**config.mk**
```make
export PLATFORM = sky130hd
export DESIGN_NAME = spi_reg_responder_flat
export DESIGN_NICKNAME = d
export VERILOG_FILES = /design/src/rtl/spi_reg_responder_if.sv /design/src/rtl/spi_reg_responder.sv /design/src/flat_wrapper.sv
export SDC_FILE = /design/constraint.sdc
export NUM_CORES = 1
export LEC_CHECK = 0
export BUFFER_PORTS_ARGS = -buffer_cell sky130_fd_sc_hd__buf_2
export CORE_ASPECT_RATIO = 0.9
export CORE_MARGIN = 8
export CORE_UTILIZATION = 36
export CTS_CLUSTER_SIZE = 28
export DETAILED_ROUTE_END_ITERATION = 16
export PLACE_DENSITY_LB_ADDON = 0.3
export SLEW_MARGIN = 20
export SYNTH_ARGS = -nofsm -noshare
export SYNTH_HDL_FRONTEND = slang
export SYNTH_SLANG_ARGS = --single-unit
```
**constraint.sdc**
```tcl
create_clock -name clk -period 2 [get_ports clk]
set_clock_uncertainty 0.1 [all_clocks]
set_input_delay 0 -clock clk [delete_from_list [all_inputs] [get_ports clk]]
set_output_delay 0 -clock clk [all_outputs]
set_load 0.03 [all_outputs]
```
**src/rtl/spi_reg_responder_if.sv**
```systemverilog
// spi_reg_responder_if: SPI pins plus register-bus side of the SPI register responder.
interface spi_reg_responder_if #(
    parameter int WIDTH  = 8,
    parameter int ADDR_W = 7
);
    logic              CS_L;
    logic              SCLK;
    logic              MOSI;
    logic              MISO;
    logic              MISO_OE;
    logic [ADDR_W-1:0] reg_addr;
    logic [WIDTH-1:0]  reg_wdata;
    logic              reg_we;
    logic              reg_re;
    logic [WIDTH-1:0]  reg_rdata;
    logic              busy;
    logic              frame_done;

    modport slave (
        input  CS_L, SCLK, MOSI, reg_rdata,
        output MISO, MISO_OE, reg_addr, reg_wdata, reg_we, reg_re, busy, frame_done
    );

    modport master (
        output CS_L, SCLK, MOSI, reg_rdata,
        input  MISO, MISO_OE, reg_addr, reg_wdata, reg_we, reg_re, busy, frame_done
    );
endinterface

```
**src/rtl/spi_reg_responder.sv**
```systemverilog
// spi_reg_responder: SPI mode-0 responder turning command/burst frames into register-bus strobes.
module spi_reg_responder #(
    parameter int WIDTH       = 8,
    parameter int ADDR_W      = 7,
    parameter int SYNC_STAGES = 2
) (
    input logic clk,
    input logic rst,
    spi_reg_responder_if.slave bus
);
    localparam int CW = $clog2(WIDTH);

    typedef enum logic [2:0] {WAIT_CSH, IDLE, CMD, WDATA, RDATA} state_t;

    state_t state, state_n;
    logic [SYNC_STAGES-1:0] cs_s, sclk_s, mosi_s;
    logic cs_q, sclk_q, load;
    logic [CW-1:0] bit_cnt;
    logic [WIDTH-2:0] rx_sh;
    logic [WIDTH-1:0] tx_sh, rx_next;
    logic [ADDR_W-1:0] addr, addr_inc;
    logic cs, rise, fall, active, start, end_frame, byte_done;

    always_comb begin
        cs        = cs_s[SYNC_STAGES-1];
        rise      = sclk_s[SYNC_STAGES-1] & ~sclk_q;
        fall      = ~sclk_s[SYNC_STAGES-1] & sclk_q;
        rx_next   = {rx_sh, mosi_s[SYNC_STAGES-1]};
        addr_inc  = addr + ADDR_W'(1);
        active    = state inside {CMD, WDATA, RDATA};
        start     = state == IDLE && cs_q && !cs;
        end_frame = active && cs;
        byte_done = active && !cs && rise && bit_cnt == CW'(WIDTH - 1);
        state_n   = state == WAIT_CSH ? (cs ? IDLE : WAIT_CSH)
                  : start ? CMD
                  : end_frame ? IDLE
                  : byte_done && state == CMD ? (rx_next[WIDTH-1] ? RDATA : WDATA)
                  : state;
    end

    assign bus.busy = active;

    always_ff @(posedge clk or negedge rst) begin
        if (!rst) begin
            state          <= WAIT_CSH;
            cs_s           <= '0;
            sclk_s         <= '0;
            mosi_s         <= '0;
            cs_q           <= 1'b0;
            sclk_q         <= 1'b0;
            load           <= 1'b0;
            bit_cnt        <= '0;
            rx_sh          <= '0;
            tx_sh          <= '0;
            addr           <= '0;
            bus.MISO       <= 1'b0;
            bus.MISO_OE    <= 1'b0;
            bus.reg_addr   <= '0;
            bus.reg_wdata  <= '0;
            bus.reg_we     <= 1'b0;
            bus.reg_re     <= 1'b0;
            bus.frame_done <= 1'b0;
        end else begin
            cs_s           <= {cs_s[SYNC_STAGES-2:0], bus.CS_L};
            sclk_s         <= {sclk_s[SYNC_STAGES-2:0], bus.SCLK};
            mosi_s         <= {mosi_s[SYNC_STAGES-2:0], bus.MOSI};
            cs_q           <= cs;
            sclk_q         <= sclk_s[SYNC_STAGES-1];
            state          <= state_n;
            bus.reg_we     <= 1'b0;
            bus.reg_re     <= 1'b0;
            bus.frame_done <= 1'b0;
            load           <= 1'b0;
            if (start) begin
                bit_cnt     <= '0;
                bus.MISO    <= 1'b0;
                bus.MISO_OE <= 1'b1;
            end
            if (end_frame) begin
                bus.MISO       <= 1'b0;
                bus.MISO_OE    <= 1'b0;
                bus.frame_done <= 1'b1;
            end
            if (active && !cs && rise) begin
                rx_sh   <= rx_next[WIDTH-2:0];
                bit_cnt <= byte_done ? '0 : bit_cnt + CW'(1);
            end
            if (active && !cs && fall && state == RDATA) begin
                bus.MISO <= tx_sh[WIDTH-1];
                tx_sh    <= tx_sh << 1;
            end
            // read data arrives one clk after reg_re and lands long before the next SCLK fall
            if (load)
                tx_sh <= bus.reg_rdata;
            if (byte_done) begin
                if (state == CMD) begin
                    addr         <= rx_next[ADDR_W-1:0];
                    bus.reg_addr <= rx_next[ADDR_W-1:0];
                    bus.reg_re   <= rx_next[WIDTH-1];
                    load         <= rx_next[WIDTH-1];
                end else if (state == WDATA) begin
                    bus.reg_we    <= 1'b1;
                    bus.reg_addr  <= addr;
                    bus.reg_wdata <= rx_next;
                    addr          <= addr_inc;
                end else begin
                    addr         <= addr_inc;
                    bus.reg_addr <= addr_inc;
                    bus.reg_re   <= 1'b1;
                    load         <= 1'b1;
                end
            end
        end
    end
endmodule

```
**src/flat_wrapper.sv**
```systemverilog
// flat-port wrapper written by rule: the top's interface ports become plain ports
module spi_reg_responder_flat 
#(
    parameter int WIDTH       = 8,
    parameter int ADDR_W      = 7,
    parameter int SYNC_STAGES = 2
)
  (clk, rst, bus_CS_L, bus_SCLK, bus_MOSI, bus_reg_rdata, bus_MISO, bus_MISO_OE, bus_reg_addr, bus_reg_wdata, bus_reg_we, bus_reg_re, bus_busy, bus_frame_done);
  spi_reg_responder_if #(.WIDTH(WIDTH), .ADDR_W(ADDR_W)) bus_i ();
  input logic clk;
  input logic rst;
  input wire logic [$bits(bus_i.CS_L)-1:0] bus_CS_L;
  input wire logic [$bits(bus_i.SCLK)-1:0] bus_SCLK;
  input wire logic [$bits(bus_i.MOSI)-1:0] bus_MOSI;
  input wire logic [$bits(bus_i.reg_rdata)-1:0] bus_reg_rdata;
  output wire logic [$bits(bus_i.MISO)-1:0] bus_MISO;
  output wire logic [$bits(bus_i.MISO_OE)-1:0] bus_MISO_OE;
  output wire logic [$bits(bus_i.reg_addr)-1:0] bus_reg_addr;
  output wire logic [$bits(bus_i.reg_wdata)-1:0] bus_reg_wdata;
  output wire logic [$bits(bus_i.reg_we)-1:0] bus_reg_we;
  output wire logic [$bits(bus_i.reg_re)-1:0] bus_reg_re;
  output wire logic [$bits(bus_i.busy)-1:0] bus_busy;
  output wire logic [$bits(bus_i.frame_done)-1:0] bus_frame_done;
  assign bus_i.CS_L = bus_CS_L;
  assign bus_i.SCLK = bus_SCLK;
  assign bus_i.MOSI = bus_MOSI;
  assign bus_i.reg_rdata = bus_reg_rdata;
  assign bus_MISO = bus_i.MISO;
  assign bus_MISO_OE = bus_i.MISO_OE;
  assign bus_reg_addr = bus_i.reg_addr;
  assign bus_reg_wdata = bus_i.reg_wdata;
  assign bus_reg_we = bus_i.reg_we;
  assign bus_reg_re = bus_i.reg_re;
  assign bus_busy = bus_i.busy;
  assign bus_frame_done = bus_i.frame_done;
  spi_reg_responder #(.WIDTH(WIDTH), .ADDR_W(ADDR_W), .SYNC_STAGES(SYNC_STAGES)) u_core (.clk(clk), .rst(rst), .bus(bus_i));
endmodule
```
---- Word-level counts from Yosys, hierarchy flattened ----
Cells that the tools add are included.
storage, ports and cells
  flip-flop bits (word level) ............. 56
  word-level logic and storage cells ...... 73
operators by class
  bitwise operators ....................... 5
  reduce and logical (&&, ||, !) cells .... 18
  multiplexer cells ....................... 26
  equal/unequal tests ..................... 5
  add/sub/neg operators ................... 2
operators with widths
  operator                                              count
  2-to-1 mux 3 bit                                      8
  2-to-1 mux 7 bit                                      3
  2-to-1 mux 8 bit                                      2
  2-to-1 mux 1 bit                                      13
  logical AND 1 bit                                     9
  adder 7 x 1 -> 7 bit (second input constant)          1
  equality test 3 x 2 -> 1 bit (second input constant)  2
  equality test 3 bit (second input constant)           2
  nonzero test 2 bit                                    3
  nonzero test 3 bit                                    2
  nonzero test 4 bit                                    1
  adder 3 x 1 -> 3 bit (second input constant)          1
  equality test 3 x 1 -> 1 bit (second input constant)  1
  zero test 3 bit                                       1
  NOT 1 bit                                             3
  AND reduction 3 bit                                   1
  AND 1 bit                                             2
  zero test 1 bit                                       1

---- Longest topological paths before layout ----
Gate-level depths: netlist of run 1.
  word-level depth ........................ 10
  depth in mapped cells ................... 7
  mapped depth without buffers ............ 6

---- Worst setup path after synthesis of run 1 ----
Ideal clock, no wire load.
  kind .................................... reg-to-reg
  start point ............................. reg u_core.bit_cnt[0]
  end point ............................... reg u_core.bus.reg_wdata[0]
  path buffers ............................ 0
  period minus slack after synthesis ...... 1.799 ns
  required time ........................... 1.775 ns
  data arrival time ....................... 1.575 ns
  path slack .............................. 0.201 ns
  setup time .............................. 0.125 ns
  stages on the path, launching flop included .. 6
  cells stage by stage .................... dfrtp_1 > ha_1 > ha_1 > nand4bb_1 > nor3_4 > mux2_2
between the ends
  cells in the longest elaborated chain, start to end .. 3
ends and longest elaborated chain
  item                                  RTL line                    source
  start, declared                       spi_reg_responder.sv:18     logic [CW-1:0] bit_cnt;
  start signal, assigned                spi_reg_responder.sv:86     bit_cnt <= byte_done ? '0 : bit_cnt + CW'(1);
  equality test 3 bit                   spi_reg_responder.sv:33     byte_done = active && !cs && rise && bit_cnt == CW'(WIDTH - 1);
  logical AND 1 bit                     spi_reg_responder.sv:33
  AND reduction 3 bit (no source line)  --
  end signal, assigned                  spi_reg_responder.sv:104    bus.reg_wdata <= rx_next;
  end, declared                         spi_reg_responder_if.sv:21  output MISO, MISO_OE, reg_addr, reg_wdata, reg_we, reg_re, busy, frame_done
No other way between the ends.
A chain may end at the register's enable or synchronous reset.

---- Worst setup path after layout of run 1 ----
  start point ............................. reg u_core.bit_cnt[0]
  end point ............................... reg u_core.bus.reg_wdata[3]
Same word-level chain as after synthesis.

==> results of run 1 <==
==> synth_stat cells (all sizes together) <==
cell	number	share of area, %
a211oi	1	0.29
a21bo	1	0.39
a21o	1	0.29
a21oi	13	2.6
a221oi	1	0.34
a22o	4	1.3
a22oi	3	0.87
a2bb2oi	2	0.67
a31oi	4	0.96
and2	2	0.48
and3	2	0.48
and4bb	1	0.48
buf	10	2.1
clkbuf	2	0.29
dfrtp	56	54
ha	3	1.4
inv	2	0.29
mux2	18	7.8
mux2i	9	3.5
nand2	23	3.3
nand2b	3	0.82
nand3	5	0.96
nand3b	2	0.58
nand4	1	0.24
nand4bb	1	0.43
nor2	18	2.6
nor2b	2	0.48
nor3	2	0.82
nor3b	5	1.6
o211ai	2	0.96
o21a	1	0.29
o21ai	23	4.4
o221ai	1	0.34
o22ai	4	0.96
o31ai	3	0.87
or2	1	0.24
or3b	2	0.67
or4b	1	0.39
xor2	1	0.34
==> registers in the layout (all words and copies together) (netlist names), 2 cells and up <==
| signal | flops |
|---|---|
| u_core.bus.reg_addr | 7 |
| u_core.tx_sh | 8 |
| u_core.bit_cnt | 3 |
| u_core.cs_s | 2 |
| u_core.bus.reg_wdata | 8 |
| u_core.mosi_s | 2 |
| u_core.sclk_s | 2 |
| u_core.addr | 7 |
| u_core.rx_sh | 7 |
| u_core.state | 3 |
==> worst max-delay path by stage <==
| stage | start | endpoint | slack, ns |
|---|---|---|---|
| after floorplan | u_core.bit_cnt[0] | u_core.bus.reg_wdata[0] | 0.20 |
| final | u_core.bit_cnt[0] | u_core.bus.reg_wdata[3] | 0.12 |
| after CTS | u_core.bit_cnt[0] | u_core.bus.reg_wdata[3] | 0.11 |
| after global routing | u_core.bit_cnt[0] | u_core.bus.reg_wdata[3] | 0.03 |
| after detailed placement | u_core.bit_cnt[0] | u_core.bus.reg_wdata[3] | 0.13 |
| after global placement | u_core.bit_cnt[0] | u_core.bus.reg_wdata[7] | 0.18 |
==> what timing repair did <==
action | 4_1_cts | 5_1_grt
setup buffers | 0 | 0
resized for setup | 0 | 0
hold buffers | 12 | 0
endpoints found under the hold margin | 67 | 0
==> power breakdown <==
| part | internal (uW) | total [uW] | switching [uW] |
|---|---|---|---|
| clock network | 258 | 645 | 387 |
| registers | 1290 | 1490 | 205 |
| logic | 402 | 906 | 504 |
==> cells by family after synthesis <==
group	after synthesis	share of synthesized area, %
simple gates	71	14.6
compound gates	64	15.7
flops	56	53.9
mux	27	11.3
buf+inv	14	2.70
fa+ha+maj	3	1.45
xor+xnor	1	0.337
==> final cells by class <==
| cell class | count | area (sq um) | area share, % |
|---|---|---|---|
| tap | 93 | 116 | 3.68 |
| clock buffer | 5 | 68.8 | 2.18 |
| clock inverter | 3 | 26.3 | 0.831 |
| timing repair buffer | 59 | 415 | 13.1 |
| inverter | 2 | 7.51 | 0.237 |
| sequential | 56 | 1400 | 44.3 |
| multi-input combinational | 166 | 1130 | 35.6 |
==> through the flow <==
step / setup WS (ns) / hold slack (ns) / area [sq um] / util (%)
floorplan: 0.201 / -0.396 / 2600 / -
global placement: 0.182 / 0.00767 / 2950 / 41.9
detailed placement: 0.128 / 0.0109 / 2950 / 41.9
CTS: 0.115 / 0.207 / 3160 / 44.9
global route: 0.0267 / 0.196 / 3160 / 44.9
finish: 0.121 / 0.218 / 3160 / 44.9
==> layer usage <==
metal | GRT usage (%) | vias up | share of wire (%)
met1 | 16.3 | 901 | 51
met2 | 16.7 | 30 | 44
met5 | 0 | - | 0
met4 | 3.63 | 0 | 1.0
li1 | - | 965 | -
met3 | 3.12 | 5 | 4.4
==> worst max-delay path, stage by stage, from the launching register on <==
cell	delay, ns
dfrtp_1	0.37
ha_1	0.15
ha_1	0.17
nand4bb_1	0.26
nor3_4	0.23
buf_12	0.16
mux2_2	0.33
==> flow_metrics.py, run 1 <==
metrics = {
    "worst_setup_path": {
        "arrival_ns": 1.99,
        "worstPathRequired_ns": 2.11,
        "rr_endpoint": "u_core.bus.reg_wdata[3]",
        "start_kind": "flip-flop",
        "cp-end-kind": "flip-flop",
        "crit_fanout": 10,
        "ff2ff_path_depth": 6,
        "reg2reg_from": "u_core.bit_cnt[0]",
        "path_class": "flip-flop to flip-flop",
        "ff2ff_setup_slack_ns": 0.12,
    },
    "timing": {
        "fin_crit_sh_pct": 94.0,
        "hold_viol_final": 0,
        "setup_tns_ns": 0,
        "max_freq_ghz": 0.532,
        "slew_headroom_pct": 53.4,
        "tightest_slew_ns": 0.699,
        "rsz0062_at_grt": "false",
        "maxSlewViolCount": 0,
        "setup_violations": 0,
        "period_minus_slack_ns": 1.88,
    },
    "detailed_routing": {
        "dr_total_vias": 1901,
        "ant_nets": 0,
        "vias_per_cell": 4.95,
        "dr.pass1.iters": 4,
        "drt_iter0_drc": 112,
        "post-route-drc-count": 0,
        "wl_per_cell_um": 14.1,
        "wirelength_um": 5430,
    },
    "cells_and_area": {
        "fill_cells": 697,
        "drive_gt1_share_pct": 29.2,
        "area_delta_synth_final_pct": 21.7,
        "finalNonFillerCells": 384,
        "most-common-layout-cells": "dfrtp_1, buf_2, nand2_1",
        "final_nets": 306,
        "antenna_cells": 0,
        "final_common_cell": "dfrtp_1",
    },
    "clocking": {
        "clock_path_buffers": 2,
        "cts_tree": "yes",
        "cts-root-buf": "clkbuf_8",
        "clk_pin_slew_worst_paths_ns": 0.11,
        "cts.htree.levels": 2,
        "cts.sinks": 56,
        "clk_latency_ns": 0.31,
        "numCtsBuffers": 5,
    },
    "die": {
        "die_w_um": 106,
        "num_rows": 29,
        "start_util_pct": 36.9,
        "core_sq_mm": 0.00704,
        "io_pins": 34,
        "die_y_um": 96.6,
        "dieArea_sq_mm": 0.0102,
    },
    "synth": {
        "synthCells": 236,
        "synth_cell_types": 48,
        "ys_seq_area_share_pct": 53.9,
        "syn_area_per_cell_sq_um": 11.0,
        "synth_nets": 252,
        "yosysWarnings": 0,
        "netlist_area_sq_mm": 0.00260,
        "ys_seq_elements": 56,
    },
    "global_routing": {
        "grt_pass1_vias": 1917,
        "grt_util_all_layers_pct": 11.5,
        "antenna_found_initial": 0,
        "globalRouteOverflowTotal": 0,
        "grt_pass1_wl_um": 9560,
        "grt_max_degree": 57,
    },
    "job": {
        "maxCapViolCount": 0,
    },
    "placed_design": {
        "place_inst": 364,
        "gp_congestion": 0.803,
        "port_buffers": 33,
        "hpwlAfterDp_um": 3790,
    },
    "hold_path": {
        "min_from": "bus_CS_L",
        "min_to": "u_core.cs_s[0]",
        "min_path_type": "input pin to flip-flop",
        "hold_depth": 2,
    },
    "power_and_ir_drop": {
        "peakVddDrop_mv": 0.325,
        "finalPower_uw": 3040,
        "power_leakage_uw": 0.00148,
        "cellPowerDensity_mw_per_mm2": 962,
    },
    "run_status": {
        "run_status": "complete, no violations",
    },
}
No activity file was read; power rests on OpenSTA's default activity.
==> run 2, diff against run 1 <==
--- a/config.mk
+++ b/config.mk
@@ -7,7 +7,7 @@
 export LEC_CHECK = 0
 export BUFFER_PORTS_ARGS = -buffer_cell sky130_fd_sc_hd__buf_2
 export CORE_ASPECT_RATIO = 0.9
-export CORE_MARGIN = 8
+export CORE_MARGIN = 10
 export CORE_UTILIZATION = 36
 export CTS_CLUSTER_SIZE = 28
 export DETAILED_ROUTE_END_ITERATION = 16
==> constraint.sdc (replaced) <==
create_clock -name clk -period 2 [get_ports clk]
set_clock_uncertainty 0.1 [all_clocks]
set_input_delay 0.1 -clock clk [delete_from_list [all_inputs] [get_ports clk]]
set_output_delay 0.1 -clock clk [all_outputs]
set_load 0.03 [all_outputs]
==> run 2 against run 1 <==
Net effect:
- sequential share of layout area is 0.46 points lower
- maximum frequency down 0.83%
- non-clock buffer count unchanged
- global-route usage fell by 0.68 points
- first-iteration DRC count decreased by 38%
- critical path type unchanged
==> flow_metrics.py, run 2 (synthesis results as in run 1) <==
metrics = {
    "die": {
        "die_y_um": 101,
        "core_sq_mm": 0.00704,
        "die_w_um": 110,
        "start_util_pct": 36.9,
        "num_rows": 29,
        "io_pins": 34,
        "dieArea_sq_mm": 0.0110,
    },
    "detailed_routing": {
        "ant_nets": 0,
        "wl_met2_um": 2480,
        "drt-met1-wl_um": 2760,
        "route.met3.wl_um": 245,
        "top_layer": "met4",
        "wirelength_um": 5600,
        "post-route-drc-count": 0,
        "wl_per_cell_um": 14.6,
        "dr.pass1.iters": 4,
        "vias_per_cell": 5.16,
        "drt_iter0_drc": 69,
        "dr_total_vias": 1981,
    },
    "power_and_ir_drop": {
        "cellPowerDensity_mw_per_mm2": 1000,
        "power_leakage_uw": 0.00149,
        "peakVddDrop_mv": 0.387,
        "finalPower_uw": 3210,
    },
    "global_routing": {
        "grt_pass1_wl_um": 9600,
        "grt_pass1_vias": 1923,
        "grt_max_degree": 23,
        "antenna_found_initial": 0,
        "grt_util_all_layers_pct": 10.8,
        "globalRouteOverflowTotal": 0,
    },
    "cells_and_area": {
        "antenna_cells": 0,
        "most-common-layout-cells": "dfrtp_1, buf_2, nand2_1",
        "final_nets": 306,
        "drive_gt1_share_pct": 29.9,
        "final_common_cell": "dfrtp_1",
        "area_delta_synth_final_pct": 23.2,
        "largestRegisters": "u_core.bus.reg_wdata (8), u_core.tx_sh (8)",
        "final_util_pct": 45.5,
    },
    "clocking": {
        "clk_pin_slew_worst_paths_ns": 0.11,
        "cts_tree": "yes",
        "cts.sinks": 56,
        "numCtsBuffers": 5,
        "cts.htree.levels": 2,
        "clock_path_buffers": 2,
        "clk_latency_ns": 0.32,
        "cts-root-buf": "clkbuf_8",
    },
    "timing": {
        "fin_crit_sh_pct": 94.7,
        "setup_tns_ns": 0,
        "rsz0062_at_grt": "false",
        "setup_violations": 0,
        "maxSlewViolCount": 0,
        "tightest_slew_ns": 0.464,
        "whs_ns": 0.154,
        "hold_viol_final": 0,
        "max_freq_ghz": 0.528,
        "slew_headroom_pct": 69.1,
        "period_minus_slack_ns": 1.89,
    },
    "run_status": {
        "run_status": "complete, no violations",
    },
    "worst_setup_path": {
        "crit_path_top_delay_cell": "dfrtp_1",
        "arrival_ns": 2.00,
        "critPathBufInv": 1,
        "worstPathRequired_ns": 2.11,
        "cp-end-kind": "flip-flop",
        "reg2reg_from": "u_core.bit_cnt[0]",
        "path_common_cell": "ha_1",
        "crit_family": "simple AND/OR/NAND/NOR gates",
        "crit_fanout": 10,
        "path_class": "flip-flop to flip-flop",
        "cpPeakStageDelay_ns": 0.37,
        "start_kind": "flip-flop",
        "crit_path_start": "u_core.bit_cnt[0]",
        "crit_chain": "ha_1 > ha_1 > nand4bb_1 > nor3_4 > buf_12 > mux2_2",
    },
    "hold_path": {
        "min_path_type": "input pin to asynchronous set/reset pin",
    },
    "job": {
        "maxCapViolCount": 0,
    },
    "placed_design": {
        "gp_congestion": 0.794,
        "port_buffers": 33,
        "hpwlAfterDp_um": 3900,
    },
}
run 2: through the flow:
step,instance area [sq um],worst slack [ns],cells
global placement,2960,0.137,364
CTS,3200,0.0885,384
detailed placement,2960,0.109,364
floorplan,2600,0.201,236
finish,3200,0.105,384
global route,3200,0.00979,384
run 2: worst paths after layout:
| kind | endpoint | slack (ns) | depth (start not counted) |
|---|---|---|---|
| worst max-delay path | u_core.bus.reg_wdata[7] | 0.11 | 6 |
| worst min-delay path | u_core.bus.reg_wdata[3] | 0.15 | 2 |
| worst max register to register | u_core.bus.reg_wdata[7] | 0.11 | 6 |
| worst min register to register | u_core.sclk_s[1] | 0.26 | 0 |
| max in group asynchronous | u_core.cs_q | 1.00 | 3 |
| min in group clk | u_core.sclk_s[1] | 0.26 | 0 |
run 2: layer usage:
metal | GRT usage [%] | up-vias
li1 | - | 962
met1 | 14.6 | 964
met2 | 15.9 | 46
met3 | 2.37 | 9
met4 | 5.20 | 0
met5 | 0 | -
run 2: cell type report:
cell class / count / area, sq um
clock buffers: 5 / 68.8
repair buffers: 59 / 428
fillers: 690 / 3840
flip-flops and latches: 56 / 1400
multi-input cells: 166 / 1130
inverters: 2 / 7.51
well taps: 93 / 116
clock inverters: 3 / 50.0
run 2: where the power goes:
| group | internal, uW | switching (uW) |
|---|---|---|
| clock network | 387 | 398 |
| logic | 418 | 519 |
| registers | 1290 | 195 |
run 2: timing repair:
action | 4_1_cts | 5_1_grt
endpoints found under the hold margin | 30 | 0
resized for setup | 0 | 2
setup buffers | 0 | 0
setup endpoints to repair | 0 | 5
hold buffers | 12 | 0
==> run 3, diff against run 2 <==
--- a/config.mk
+++ b/config.mk
@@ -11,7 +11,9 @@
 export CORE_UTILIZATION = 36
 export CTS_CLUSTER_SIZE = 28
 export DETAILED_ROUTE_END_ITERATION = 16
+export GPL_TIMING_DRIVEN = 0
 export PLACE_DENSITY_LB_ADDON = 0.3
+export RECOVER_POWER = 25
 export SLEW_MARGIN = 20
 export SYNTH_ARGS = -nofsm -noshare
 export SYNTH_HDL_FRONTEND = slang
==> run 3 against run 2 <==
Net effect:
- clock power decreased by 6.6%
- largest cell class unchanged
- wire length increased by 1.6%
- sequential power about the same
- total power decreased by 2.9%
- largest power group unchanged
==> flow_metrics.py, run 3 (synthesis results as in run 1) <==
metrics = {
    "timing": {
        "slew_headroom_pct": 9.10,
        "max_freq_ghz": 0.523,
        "rsz0062_at_grt": "false",
        "setup_violations": 0,
        "maxSlewViolCount": 0,
        "whs_ns": 0.257,
        "period_minus_slack_ns": 1.91,
        "hold_viol_final": 0,
        "tightest_slew_ns": 1.36,
        "fin_crit_sh_pct": 95.6,
    },
    "cells_and_area": {
        "final_util_pct": 44.7,
        "most-common-layout-cells": "dfrtp_1, buf_2, nand2_1",
        "largestRegisters": "u_core.bus.reg_wdata (8), u_core.tx_sh (8)",
        "antenna_cells": 0,
        "final_common_cell": "dfrtp_1",
        "final_nets": 305,
        "final_cell_area_sq_mm": 0.00315,
        "drive_gt1_share_pct": 29.3,
        "area_delta_synth_final_pct": 21.1,
    },
    "die": {
        "io_pins": 34,
        "dieArea_sq_mm": 0.0110,
        "num_rows": 29,
        "start_util_pct": 36.9,
        "die_y_um": 101,
        "die_w_um": 110,
        "core_sq_mm": 0.00704,
    },
    "worst_setup_path": {
        "ff2ff_path_depth": 7,
        "arrival_ns": 2.01,
        "worstPathRequired_ns": 2.10,
        "start_kind": "flip-flop",
        "crit_fanout": 10,
        "ff2ff_setup_slack_ns": 0.09,
        "path_class": "flip-flop to flip-flop",
        "reg2reg_from": "u_core.bit_cnt[0]",
        "rr_endpoint": "u_core.bus.reg_addr[4]",
        "cp-end-kind": "flip-flop",
    },
    "clocking": {
        "cts.sinks": 56,
        "clk_latency_ns": 0.31,
        "cts-root-buf": "clkbuf_8",
        "cts.htree.levels": 2,
        "cts_tree": "yes",
        "clock_path_buffers": 2,
        "clk_pin_slew_worst_paths_ns": 0.09,
        "numCtsBuffers": 5,
    },
    "detailed_routing": {
        "vias_per_cell": 5.15,
        "post-route-drc-count": 0,
        "wl_per_cell_um": 14.9,
        "dr.pass1.iters": 4,
        "wirelength_um": 5690,
        "drt_iter0_drc": 113,
        "dr_total_vias": 1974,
        "ant_nets": 0,
    },
    "global_routing": {
        "antenna_found_initial": 0,
        "grt_pass1_vias": 1900,
        "grt_max_degree": 57,
        "globalRouteOverflowTotal": 0,
        "grt_util_all_layers_pct": 10.9,
        "grt_pass1_wl_um": 9740,
    },
    "power_and_ir_drop": {
        "power_leakage_uw": 0.00146,
        "cellPowerDensity_mw_per_mm2": 989,
        "peakVddDrop_mv": 0.279,
    },
    "run_status": {
        "run_status": "complete, no violations",
    },
    "placed_design": {
        "placed_cell_area_sq_mm": 0.00288,
        "port_buffers": 33,
        "gp_congestion": 0.747,
        "hpwlAfterDp_um": 3980,
    },
    "hold_path": {
        "min_from": "u_core.cs_s[0]",
        "hold_depth": 0,
        "min_to": "u_core.cs_s[1]",
        "min_path_type": "flip-flop to flip-flop",
    },
    "job": {
        "maxCapViolCount": 0,
    },
}
run 3: cell types whose count changed in the layout (fill, tap and decap cells not counted), moves of 2 or more:
cell	change
buf_12	-2
buf_2	+5
clkbuf_1	+2
clkbuf_2	+3
buf_4	-10
run 3: critical path: stages (launching register included):
cell	delay [ns]
dfrtp_1	0.40
ha_1	0.20
ha_1	0.22
and4bb_2	0.27
o21ai_2	0.13
buf_4	0.24
a21oi_1	0.06
a22o_1	0.20
run 3: per-stage QoR:
step	setup TNS, ns	setup slack, ns	total power, uW	instances
6_report	0	0.0880	3110	383
5_1_grt	0	0.00739	3320	383
4_1_cts	0	0.0364	3120	383
3_5_place_dp	-1.02	-0.109	2370	362
3_3_place_gp	-1.22	-0.107	2350	362
2_1_floorplan	0	0.201	2100	236
run 3: worst max-delay path by stage:
stage / from / end / slack (ns) / cells after the start
after CTS: u_core.bit_cnt[0] / u_core.bus.reg_wdata[4] / 0.04 / 6
after global placement: u_core.bit_cnt[0] / u_core.bus.reg_addr[5] / -0.11 / 7
final: u_core.bit_cnt[0] / u_core.bus.reg_addr[4] / 0.09 / 7
after floorplan: u_core.bit_cnt[0] / u_core.bus.reg_wdata[0] / 0.20 / 5
after detailed placement: u_core.bit_cnt[0] / u_core.addr[2] / -0.11 / 6
after global routing: rst / u_core.state[1] / 0.007 / 2
run 3: repair_timing:
item	CTS	global route
pin swaps	1	1
resized for setup	4	3
hold buffers	12	0
buffers inserted	1	0
setup endpoints to repair	20	10
endpoints found under the hold margin	67	0
run 3: per-layer routing:
metal | vias to the layer above | GRT usage [%] | part of all wire, %
met5 | - | 0 | 0
met4 | 0 | 3.30 | 1.3
met3 | 5 | 2.62 | 5.0
met2 | 41 | 15.5 | 44
met1 | 968 | 15.7 | 50
li1 | 960 | - | -
run 3: power breakdown:
group | internal (uW) | leakage (uW) | switching (uW) | total (uW)
logic | 376 | 0.000704 | 541 | 917
registers | 1290 | 0.000702 | 173 | 1460
clock network | 372 | 0.0000552 | 361 | 733
total | 2040 | 0.00146 | 1070 | 3110
run 3: final cells by class:
class	instances	area [sq um]
buffer	12	67.6
clock buffer	6	72.6
clock inverter	2	35.0
fill	684	3890
inverter	2	7.51
multi-input combinational	166	1140
sequential	56	1400
tap	93	116
timing repair buffer	46	304
